==> config.mk <==
export PLATFORM = sky130hd
export DESIGN_NAME = grad_dac_serialiser
export DESIGN_NICKNAME = d
export VERILOG_FILES = /design/src/rtl/grad_ser_pkg.sv /design/src/rtl/grad_dac_serialiser_sclk_tick.sv /design/src/rtl/grad_dac_serialiser.sv
export SDC_FILE = /design/constraint.sdc
export NUM_CORES = 1
export LEC_CHECK = 0
export CAP_MARGIN = 10
export CORE_MARGIN = 8
export CORE_UTILIZATION = 54
export CTS_CLUSTER_DIAMETER = 150
export DETAILED_ROUTE_END_ITERATION = 8
export PLACE_DENSITY = 0.85
export RECOVER_POWER = 50
export SYNTH_ARGS = -nofsm -noshare
export SYNTH_HDL_FRONTEND = slang
export SYNTH_SLANG_ARGS = --single-unit
==> constraint.sdc <==
create_clock -name clk -period 2.75 [get_ports clk]
set_input_delay 0.6875 -clock clk [delete_from_list [all_inputs] [get_ports clk]]
set_output_delay 0.6875 -clock clk [all_outputs]
set_load 0.1 [all_outputs]
==> src/rtl/grad_ser_pkg.sv <==
// -----------------------------------------------------------------------------
// grad_ser_pkg
// Shared definitions for the gradient DAC serialiser:
//   - default sizes for the frame width, chip-select count and divisor width
//   - the frame state encoding and its enum
//   - the idle (deasserted) value of the active-low chip selects
//   - a helper that sizes the bit counter so it can hold the terminal count
// -----------------------------------------------------------------------------
package grad_ser_pkg;

  localparam int FRAME_BITS_DEFAULT = 32;
  localparam int N_CH_DEFAULT       = 4;
  localparam int DIV_WIDTH_DEFAULT  = 6;

  // Fixed encodings keep the state register readable in older tool flows
  // that only understand plain vectors.
  localparam logic [1:0] ST_IDLE_ENC  = 2'b00;
  localparam logic [1:0] ST_SHIFT_ENC = 2'b01;
  localparam logic [1:0] ST_HOLD_ENC  = 2'b10;
  localparam logic [1:0] ST_GAP_ENC   = 2'b11;

  typedef enum logic [1:0] {
    ST_IDLE  = ST_IDLE_ENC,
    ST_SHIFT = ST_SHIFT_ENC,
    ST_HOLD  = ST_HOLD_ENC,
    ST_GAP   = ST_GAP_ENC
  } ser_state_e;

  // Chip selects are active low, so the idle/reset value is all ones.
  localparam logic [N_CH_DEFAULT-1:0] CS_N_RESET = {N_CH_DEFAULT{1'b1}};

  // The bit counter must reach FRAME_BITS itself (it counts rising edges),
  // so it needs enough bits for FRAME_BITS, not FRAME_BITS-1.
  function automatic int bit_cnt_width(input int frame_bits);
    return $clog2(frame_bits + 1);
  endfunction

endpackage

==> src/rtl/grad_dac_serialiser_sclk_tick.sv <==
// -----------------------------------------------------------------------------
// grad_sclk_tick
// Loadable half-period counter for the SPI clock. When a frame is accepted the
// divisor is latched and the counter is loaded so that the first tick arrives
// exactly H = div+1 cycles after the accept edge; every later tick follows H
// cycles after the previous one for as long as the counter stays enabled.
//
// Ports:
//   clk   in   system clock
//   rst   in   asynchronous active-high reset
//   load  in   frame accept strobe; latches div and restarts the count
//   div   in   SCLK half-period minus one, sampled only on load
//   en    in   frame in progress; counter parks at zero when low
//   tick  out  one-cycle strobe marking the end of each half period
// -----------------------------------------------------------------------------
module grad_sclk_tick
  import grad_ser_pkg::*;
#(
  parameter int DIV_WIDTH = DIV_WIDTH_DEFAULT
) (
  input  logic                 clk,
  input  logic                 rst,
  input  logic                 load,
  input  logic [DIV_WIDTH-1:0] div,
  input  logic                 en,
  output logic                 tick
);

  // One extra bit so the counter range covers a full 64-cycle half period.
  localparam int CW = DIV_WIDTH + 1;
  localparam logic [CW-1:0] CNT_ZERO = {CW{1'b0}};
  localparam logic [CW-1:0] CNT_ONE  = {{(CW-1){1'b0}}, 1'b1};

  logic [DIV_WIDTH-1:0] period;
  logic [CW-1:0]        cnt;

  // Tick fires when the down-counter has run out while a frame is active.
  always_comb begin
    tick = 1'b0;
    if (en && (cnt == CNT_ZERO)) begin
      tick = 1'b1;
    end else begin
      tick = 1'b0;
    end
  end

  // Down-counter: load starts at div so that H-1 decrements plus the zero
  // cycle give H cycles; each tick reloads the latched period.
  always_ff @(posedge clk or posedge rst) begin
    if (rst) begin
      period <= {DIV_WIDTH{1'b0}};
      cnt    <= CNT_ZERO;
    end else if (load) begin
      period <= div;
      cnt    <= {1'b0, div};
    end else if (!en) begin
      cnt    <= CNT_ZERO;
    end else if (cnt == CNT_ZERO) begin
      cnt    <= {1'b0, period};
    end else begin
      cnt    <= cnt - CNT_ONE;
    end
  end

endmodule

==> src/rtl/grad_dac_serialiser.sv <==
// -----------------------------------------------------------------------------
// grad_dac_serialiser
// Takes words from the gradient BRAM sequencer and shifts each one MSB-first
// onto a shared SPI bus (mode 0) to up to N_CH DACs. A frame runs
// IDLE -> SHIFT (FRAME_BITS SCLK periods) -> HOLD (one half period, CS still
// low) -> GAP (one half period, CS high) -> IDLE. Words offered while a frame
// is in flight are discarded and reported with a one-cycle data_lost pulse.
//
// Ports:
//   clk            in   system clock
//   rst            in   asynchronous active-high reset
//   data_i         in   word to transmit
//   valid_i        in   per-DAC request mask; nonzero offers a word
//   spi_clk_div_i  in   SCLK half-period minus one, latched at frame accept
//   sclk_o         out  SPI clock, idle low
//   mosi_o         out  SPI data, MSB first, changes on SCLK falling edges
//   cs_n_o         out  active-low chip selects, one per DAC
//   busy_o         out  frame in progress (to sequencer serial_busy_i)
//   data_lost_o    out  one-cycle pulse when a word is dropped
// -----------------------------------------------------------------------------
module grad_dac_serialiser
  import grad_ser_pkg::*;
#(
  parameter int FRAME_BITS = FRAME_BITS_DEFAULT,
  parameter int N_CH       = N_CH_DEFAULT,
  parameter int DIV_WIDTH  = DIV_WIDTH_DEFAULT
) (
  input  logic                  clk,
  input  logic                  rst,
  input  logic [FRAME_BITS-1:0] data_i,
  input  logic [N_CH-1:0]       valid_i,
  input  logic [DIV_WIDTH-1:0]  spi_clk_div_i,
  output logic                  sclk_o,
  output logic                  mosi_o,
  output logic [N_CH-1:0]       cs_n_o,
  output logic                  busy_o,
  output logic                  data_lost_o
);

  localparam int BCW = bit_cnt_width(FRAME_BITS);
  localparam logic [BCW-1:0]        BIT_CNT_ZERO = {BCW{1'b0}};
  localparam logic [BCW-1:0]        BIT_CNT_ONE  = {{(BCW-1){1'b0}}, 1'b1};
  localparam logic [BCW-1:0]        BIT_CNT_LAST = BCW'(FRAME_BITS);
  localparam logic [N_CH-1:0]       CS_N_IDLE    = {N_CH{CS_N_RESET[0]}};
  localparam logic [N_CH-1:0]       MASK_NONE    = {N_CH{1'b0}};
  localparam logic [FRAME_BITS-1:0] SHIFT_ZERO   = {FRAME_BITS{1'b0}};

  ser_state_e            state;
  logic [FRAME_BITS-1:0] shift_reg;
  logic [BCW-1:0]        bit_cnt;
  logic                  word_offered;
  logic                  accept;
  logic                  drop;
  logic                  tick_en;
  logic                  tick;

  // Offer decode: a word is accepted only in IDLE; anywhere else it is lost.
  always_comb begin
    word_offered = 1'b0;
    accept       = 1'b0;
    drop         = 1'b0;
    tick_en      = 1'b0;
    word_offered = (valid_i != MASK_NONE);
    if (state == ST_IDLE) begin
      accept  = word_offered;
      drop    = 1'b0;
      tick_en = 1'b0;
    end else begin
      accept  = 1'b0;
      drop    = word_offered;
      tick_en = 1'b1;
    end
  end

  grad_sclk_tick #(
    .DIV_WIDTH (DIV_WIDTH)
  ) u_sclk_tick (
    .clk  (clk),
    .rst  (rst),
    .load (accept),
    .div  (spi_clk_div_i),
    .en   (tick_en),
    .tick (tick)
  );

  // MOSI is the shift register MSB, so it only moves when the register
  // shifts (on SCLK falling edges) and is zero whenever the register is.
  assign mosi_o = shift_reg[FRAME_BITS-1];

  // Frame sequencer: every state transition and SCLK edge happens on a tick.
  always_ff @(posedge clk or posedge rst) begin
    if (rst) begin
      state     <= ST_IDLE;
      shift_reg <= SHIFT_ZERO;
      bit_cnt   <= BIT_CNT_ZERO;
      sclk_o    <= 1'b0;
      cs_n_o    <= CS_N_IDLE;
      busy_o    <= 1'b0;
    end else begin
      case (state)
        ST_IDLE: begin
          if (accept) begin
            shift_reg <= data_i;
            bit_cnt   <= BIT_CNT_ZERO;
            sclk_o    <= 1'b0;
            cs_n_o    <= ~valid_i;
            busy_o    <= 1'b1;
            state     <= ST_SHIFT;
          end
        end
        ST_SHIFT: begin
          if (tick) begin
            if (!sclk_o) begin
              // Rising edge: DAC samples the bit currently on MOSI.
              sclk_o  <= 1'b1;
              bit_cnt <= bit_cnt + BIT_CNT_ONE;
            end else begin
              // Falling edge: present the next bit, or finish after the last.
              sclk_o <= 1'b0;
              if (bit_cnt == BIT_CNT_LAST) begin
                state <= ST_HOLD;
              end else begin
                shift_reg <= {shift_reg[FRAME_BITS-2:0], 1'b0};
              end
            end
          end
        end
        ST_HOLD: begin
          if (tick) begin
            cs_n_o    <= CS_N_IDLE;
            shift_reg <= SHIFT_ZERO;
            state     <= ST_GAP;
          end
        end
        ST_GAP: begin
          if (tick) begin
            busy_o  <= 1'b0;
            bit_cnt <= BIT_CNT_ZERO;
            state   <= ST_IDLE;
          end
        end
        default: begin
          state     <= ST_IDLE;
          shift_reg <= SHIFT_ZERO;
          bit_cnt   <= BIT_CNT_ZERO;
          sclk_o    <= 1'b0;
          cs_n_o    <= CS_N_IDLE;
          busy_o    <= 1'b0;
        end
      endcase
    end
  end

  // Dropped-word flag: registered, so it pulses the cycle after the offer.
  always_ff @(posedge clk or posedge rst) begin
    if (rst) begin
      data_lost_o <= 1'b0;
    end else begin
      data_lost_o <= drop;
    end
  end

endmodule

# After elaboration in Yosys (flattened, before gate mapping)
# Index checks and enable logic that the tools add are counted.
totals:
  regBits: 60
  in_bits: 44
  output_inout_bits: 8
classes:
  addsub: 2
  eq_ne: 12
  n_mux: 35
  bitwise: 1
  n_reduce_logical: 15
ops:
  columns: ["operator", "n"]
  rows:
  - ["$mux W32", 5]
  - ["$pmux W32 S3", 1]
  - ["$mux W6", 4]
  - ["$mux W7", 3]
  - ["$pmux W6 S3", 1]
  - ["$ne A2 B2 Y1 const B", 8]
  - ["$mux W2", 6]
  - ["$reduce_and A6 Y1", 2]
  - ["$mux W1", 9]
  - ["$reduce_and A3 Y1", 3]
  - ["$mux W4", 2]
  - ["$pmux W2 S4", 1]
  - ["$pmux W4 S2", 1]
  - ["$logic_not A7 Y1", 1]
  - ["$sub A7 B1 Y7 const B", 1]
  - ["$add A6 B1 Y6 const B", 1]
  - ["$eq A6 B6 Y1 const B", 1]
  - ["$reduce_bool A2 Y1", 3]
  - ["$reduce_bool A3 Y1", 2]
  - ["$reduce_and A5 Y1", 1]
  - ["$eq A2 B2 Y1 const B", 2]
  - ["$not A4 Y4", 1]
  - ["$pmux W1 S2", 2]
  - ["$reduce_bool A4 Y1", 1]
  - ["other kinds (3)", 3]

# Longest topological paths before layout
# Gate-level depths: netlist (run 1).
depth:
  word_depth: 6
  ltp_mapped: 9

# Modules after synthesis
# From an unflattened synthesis (run 1), not the netlist that was laid out.
hier_totals:
  hier_cells: 340
  area_unflattened_um2: 3303.2
modules_own_cells:
  columns: ["module", "n_inst", "cells_each", "area_each_um2", "seq_area_each_um2"]
  rows:
  - ["grad_dac_serialiser", 1, 272, 2648.8, 1181.1]
  - ["grad_sclk_tick", 1, 68, 654.4, 325.3]

# Worst setup path after synthesis (run 1)
# No wires, ideal clock.
synth_timing:
  path_kind: "register to register"
  startpoint: "register state[0]"
  endpoint: "register shift_reg[0]"
  arrival_ns: 2.009
  setup_slack_ns: 0.615
  path_stages_with_launch: 9
  period_less_slack_ns: 2.135
  cell_sequence: "dfrtp_1 inv_1 ha_1 buf_2 nor4bb_1 o211ai_2 a21oi_4 buf_12 mux2_4"
synth_between:
  elab_chain_cells: 6
  word_cells_on_any_way: 15
  cone_classes: "7 x eq/ne; 4 x mux; 4 x reduce/logical"
synth_lines:
  columns: ["element", "line_no", "rtl"]
  rows:
  - ["from (decl)", "grad_dac_serialiser.sv:48", "ser_state_e state;"]
  - ["from (signal assigned)", "grad_dac_serialiser.sv:93", "state <= ST_IDLE;"]
  - ["from (signal assigned)", "grad_dac_serialiser.sv:108", "state <= ST_SHIFT;"]
  - ["from (signal assigned)", "grad_dac_serialiser.sv:121", "state <= ST_HOLD;"]
  - ["$logic_not A2 Y1", "grad_dac_serialiser.sv:64, grad_dac_serialiser.sv:100", null]
  - ["$mux W1", "grad_dac_serialiser.sv:64", "if (state == ST_IDLE) begin"]
  - ["$logic_and A1 B1 Y1", "grad_dac_serialiser_sclk_tick.sv:40", "if (en && (cnt == CNT_ZERO)) begin"]
  - ["$mux W1", "grad_dac_serialiser_sclk_tick.sv:40", null]
  - ["$ne A2 B2 Y1 (no line)", null, null]
  - ["$reduce_and A6 Y1 (no line)", null, null]
  - ["to (signal assigned)", "grad_dac_serialiser.sv:103", "shift_reg <= data_i;"]
  - ["to (signal assigned)", "grad_dac_serialiser.sv:123", "shift_reg <= {shift_reg[FRAME_BITS-2:0], 1'b0};"]
  - ["to (decl)", "grad_dac_serialiser.sv:49", "logic [FRAME_BITS-1:0] shift_reg;"]
# Several ways; a longest one is shown, not always the timed one.
# A chain may end at the register's enable or synchronous reset.

# Worst setup path in the final report (run 1)
layout_timing:
  startpoint: "register state[0]"
  endpoint: "register shift_reg[31]"
# Same word-level chain as after synthesis.

==> results of run 1 <==
==> power by group <==
part | leakage, nW | switching, mW | internal [mW] | total, mW
Combinational | 1.23 | 0.0380 | 0.0587 | 0.0967
Clock | 0.101 | 0.349 | 0.468 | 0.817
Sequential | 0.615 | 0.000540 | 0.884 | 0.884
==> placed cells by master, fill, tap and decap left out, types with 4 or more instances in the layout <==
cell / instances
o21ai_0: 38
inv_1: 40
a21oi_1: 8
nand3_1: 22
dfrtp_1: 56
clkdlybuf4s50_1: 42
clkbuf_8: 11
ha_1: 8
nor2_1: 8
clkbuf_1: 7
a2bb2oi_1: 4
buf_4: 10
nand2_1: 43
dfstp_2: 4
mux2_4: 30
==> metrics by stage <==
| step | cell area (µm²) | utilization | hold slack (ps) | worst slack, ps |
|---|---|---|---|---|
| final | 4110 | 0.662 | 482 | 409 |
| after floorplan | 3380 | - | 445 | 584 |
| after global routing | 4110 | 0.662 | 512 | 287 |
| after CTS | 4130 | 0.665 | 482 | 389 |
| after detailed placement | 3930 | 0.633 | 465 | 146 |
| after global placement | 3930 | 0.633 | 459 | 222 |
==> worst max-delay path, cell delays in order, from the launching register on <==
cell and delay (ps):
dfrtp_1 380, inv_1 90, ha_1 360, nor3b_2 380, o221ai_2 190, a21oi_4 190, buf_12 260, mux2_2 360
==> cell type report <==
type	instances	share of cell area
multi-input cells	214	0.391
flip-flops and latches	60	0.367
repair buffers	60	0.134
clock buffers	14	0.0396
inverters	40	0.0366
well taps	77	0.0235
clock inverters	2	0.00853
==> logic make-up after synthesis <==
family,Yosys count
buf+inv,58
flops,60
fa+ha+maj,8
simple gates,93
mux,36
compound gates,75
xor+xnor,2
==> worst max path at each step <==
| stage | slack (ps) | start | end |
|---|---|---|---|
| finish | 410 | state[0] | shift_reg[31] |
| global route | 290 | state[1] | shift_reg[29] |
| CTS | 390 | state[0] | shift_reg[29] |
| detailed placement | 150 | valid_i[0] | state[1] |
| global placement | 220 | valid_i[0] | shift_reg[6] |
| floorplan | 580 | rst | bit_cnt[0] |
==> per-layer routing <==
layer,vias to the layer above,part of all wire,global-route usage
met5,-,0,0
met4,0,0.011,0.0728
met3,8,0.055,0.0480
met2,73,0.50,0.293
met1,1244,0.43,0.207
li1,1240,-,-
==> results.ini, run 1 <==
[sta]
finalCritPeriodShare = 0.851
drv_slew = 0
maxSlewHeadroom = 0.218
min_period_ps = 2340
fin_skew_ps = 12.1
tns_ps = 0
finalHoldViolations = 0
fmax_mhz = 427
worst_slew_pin_slew_ps = 1180
rsz0062_at_grt = no
setup_viol = 0

[placement]
dpl.hpwl_mm = 5.22
port_buffers = 51
dp_cells = 451
place_congestion = 0.797

[cells_and_area]
largest_reg_flops = 32
ff_latch_area_um2 = 1510
final_nets = 437
antenna_cells = 0
syn_to_final_growth_pct = 21.4
fill_cells = 497
drive_above_1_share = 0.182
final_cells = 467
multiInputGateArea_um2 = 1610

[drt]
drt_iter0_drc = 94
ant_nets = 0
vias = 2565
vias_per_cell = 5.49
wl_per_cell_um = 15.7
drc_errors = 0
drt-pass1-iter-count = 4
routed_wirelength_mm = 7.32

[clocking]
htree_levels = 3
cts_tree = built
clock-sinks = 60
cts_hold_buf = 0
ctsResizeCount = 0
post_cts_buffers = 0
clk_pin_slew_worst_paths_ps = 70
clk_path_buf_depth = 2
clock_latency_ps = 340
cts_inserted_buffers = 9
ctsRootBufferMaster = clkbuf_8

[synth]
synth-simple-area-share = 0.133
synth_edf_count = 0
ys_types = 49
synth_compound_area_frac = 0.155
syn-num-nets = 384
synth-xor-area-share = 0.00518
synth_top_area_cell = dfrtp_1
ys_seq_area_frac = 0.445
ys_warn_count = 0
synth-seq-cells = 60
synth-adder-area-share = 0.0296
netlist_area_um2 = 3380
netlist_top_cells_count = dfrtp_1, nand2_1, inv_1
muxShareOfSynthArea = 0.152
synth.most_common_cell = dfrtp_1
synthCells = 332
synth_async_sr_flop_share = 1.00
synth_top_family_by_area = compound AO/OA/AOI/OAI gates
synth_area_leaders = dfrtp_1, mux2_4, o21ai_0, nand2_1, inv_1
synthFlopType = dfrtp_1
yosys.area.top_type_share = 0.414
synth.avg_cell_area_um2 = 10.2

[hold_path]
whs_endpoint = u_sclk_tick.period[1]
min_delay_path_depth = 2
hp-class = reg2reg
min_from = u_sclk_tick.period[1]

[grt]
grt_pass1_vias = 2758
grt-ovfl-total = 0
grt_pass1_wl_mm = 12.5
grt_max_degree = 48
grtUsageTotal = 0.175
antenna_found_initial = 0

[worst_setup_path]
r2r_slack_ps = 410
r2r_cells = 7
crit_required_ps = 2990
critPathCaptureType = flop
critPathLaunchType = flop
r2r-start = state[0]
critPathMaxFanout = 32
arrival_ps = 2580
timing.rr.end = shift_reg[31]
critical_path_class = reg2reg

[die]
num_rows = 29
chipWidth_um = 95.1
die_area_um2 = 9050
start_util = 0.545
fp.dieH_um = 95.1
io_pins = 52
core_um2 = 6200

[power]
power_mw = 1.80
ir_drop_mv = 0.261
power.density_nw_per_um2 = 438
p_leak_nw = 1.94

[run]
cap_viol_max_count = 0

[outcome]
outcome = finished, final reports clean

(Power assumes the default switching activity.)
==> run 2, diff against run 1 <==
Settings changed: CORE_UTILIZATION 54 to 35, HOLD_SLACK_MARGIN set to 0.06, PLACE_DENSITY 0.85 to 0.61.
==> results.ini, run 2 (synthesis gave the netlist of run 1 again) <==
[clocking]
ctsRootBufferMaster = clkbuf_8
cts_inserted_buffers = 9  ; unchanged
cts_hold_buf = 0  ; unchanged
clock_latency_ps = 330  ; about the same
post_cts_buffers = 0  ; unchanged
ctsResizeCount = 0  ; unchanged
clk_path_buf_depth = 2  ; unchanged
cts_tree = built
clock-sinks = 60  ; unchanged
htree_levels = 3  ; unchanged
clk_pin_slew_worst_paths_ps = 70  ; about the same

[sta]
setup_viol = 0  ; unchanged
fin_skew_ps = 8.81  ; -3.31 ps
finalHoldViolations = 0  ; unchanged
finalCritPeriodShare = 0.855  ; +0.00401
min_period_ps = 2350  ; +11.0 ps
worst_slew_pin_slew_ps = 1450  ; +269 ps
fin_ws_ps = 398  ; -11.0 ps
tns_ps = 0  ; unchanged
rsz0062_at_grt = no
maxSlewHeadroom = 0.0353  ; -0.183
fmax_mhz = 425  ; -0.47%
drv_slew = 0  ; unchanged

[worst_setup_path]
crit_required_ps = 2960  ; -30 ps
arrival_ps = 2570  ; about the same
critPathLaunchType = flop
worst-path-buf-inv = 2  ; unchanged
crit_family = flip-flops
critPathCaptureType = flop
critPathMaxFanout = 32  ; unchanged
crit_slowest_cell = dfrtp_1
setup.worst_path.start = state[1]
critical_path_class = reg2reg
path_cells = inv_1 > ha_1 > nor4bb_1 > o211ai_2 > a21oi_4 > buf_12 > mux2_2
max_stage_delay_ps = 400  ; +20 ps
r2r-start = state[1]

[grt]
grtUsageTotal = 0.116  ; -0.0590
grt_max_degree = 61  ; +27%
grt_util_met3 = 0.0338  ; -0.0143
grtUsageMet2 = 0.190  ; -0.103
met1_usage = 0.141  ; -0.0659
grt_pass1_wl_mm = 12.3  ; -1.3%
grt_pass1_vias = 2637  ; -4.4%
busiest_layer = met2
grt-ovfl-total = 0  ; unchanged
antenna_found_initial = 0  ; unchanged

[cells_and_area]
fill_cells = 942  ; +90%
largest_reg_flops = 32  ; unchanged
syn_to_final_growth_pct = 23.5
layout_commonest_cell = dfrtp_1
drive_above_1_share = 0.185  ; +0.00304
antenna_cells = 0  ; unchanged
final_cell_mix = dfrtp_1, nand2_1, clkdlybuf4s50_1, inv_1, o21ai_0
final_nets = 436  ; -0.23%

[die]
io_pins = 52  ; unchanged
core_um2 = 9590  ; +55%
die_area_um2 = 13100  ; +44%
fp.dieH_um = 114  ; +20%
num_rows = 36  ; +24%
start_util = 0.353  ; -0.193
chipWidth_um = 114  ; +20%

[power]
p_leak_nw = 1.94  ; -0.32%
power_mw = 1.80  ; -0.15%
power.density_nw_per_um2 = 430  ; -1.8%
ir_drop_mv = 0.217  ; -17%

[drt]
wl_per_cell_um = 13.4  ; -15%
ant_nets = 0  ; unchanged
vias = 2442  ; -4.8%
vias_per_cell = 4.68  ; -15%
drt_iter0_drc = 75  ; -20%
routed_wirelength_mm = 6.99  ; -4.6%
drc_errors = 0  ; unchanged
drt-pass1-iter-count = 4  ; unchanged

[run]
cap_viol_max_count = 0  ; unchanged

[outcome]
outcome = finished, final reports clean

[placement]
pre_cts_slack_ps = 179  ; +33.4 ps
dpl.hpwl_mm = 4.90  ; -6.0%
place_congestion = 0.789  ; -1.1%
port_buffers = 51  ; unchanged

[hold_path]
min_from = u_sclk_tick.period[2]
hp-class = reg2reg

==> run 2: worst register-to-register path, cell delays in order (launching register included) <==
cell	delay [ps]
dfrtp_1	400
inv_1	80
ha_1	340
nor4bb_1	400
o211ai_2	180
a21oi_4	200
buf_12	260
mux2_2	400
==> run 2: through the flow <==
step	hold WS (ps)	cells	area [µm²]	utilization
floorplan	445	332	3380	-
finish	477	522	4180	0.435
global route	499	522	4180	0.435
global placement	459	506	4000	0.417
detailed placement	464	506	4000	0.417
CTS	480	522	4210	0.438
==> run 2: final cells by class <==
cell class	count	area, µm²	area share
timing repair buffer	59	546	0.131
clock buffer	12	155	0.0371
multi-input combinational	214	1610	0.384
inverter	40	150	0.0359
tap	133	166	0.0398
sequential	60	1510	0.361
clock inverter	4	47.5	0.0114
==> run 2: power breakdown <==
part           switching [mW]  leakage [nW]  total (mW)  internal [mW]
Clock                   0.350         0.102       0.816          0.466
Combinational          0.0370          1.22      0.0950         0.0581
Sequential           0.000568         0.615       0.884          0.884
Total                   0.388          1.94        1.80           1.41
==> run 2: worst paths after layout <==
kind	depth (start not counted)	slack [ps]	end
max reg2reg	7	400	shift_reg[31]
min in group asynchronous	3	1290	data_lost_o
min reg2reg	2	480	u_sclk_tick.period[2]
max in group asynchronous	3	580	sclk_o
max	7	400	shift_reg[31]
min	2	480	u_sclk_tick.period[2]
==> run 2: routing by layer <==
layer,part of all wire,up-vias
met5,0,-
met1,0.49,1149
met3,0.042,6
met4,0.0079,0
met2,0.46,46
li1,-,1241
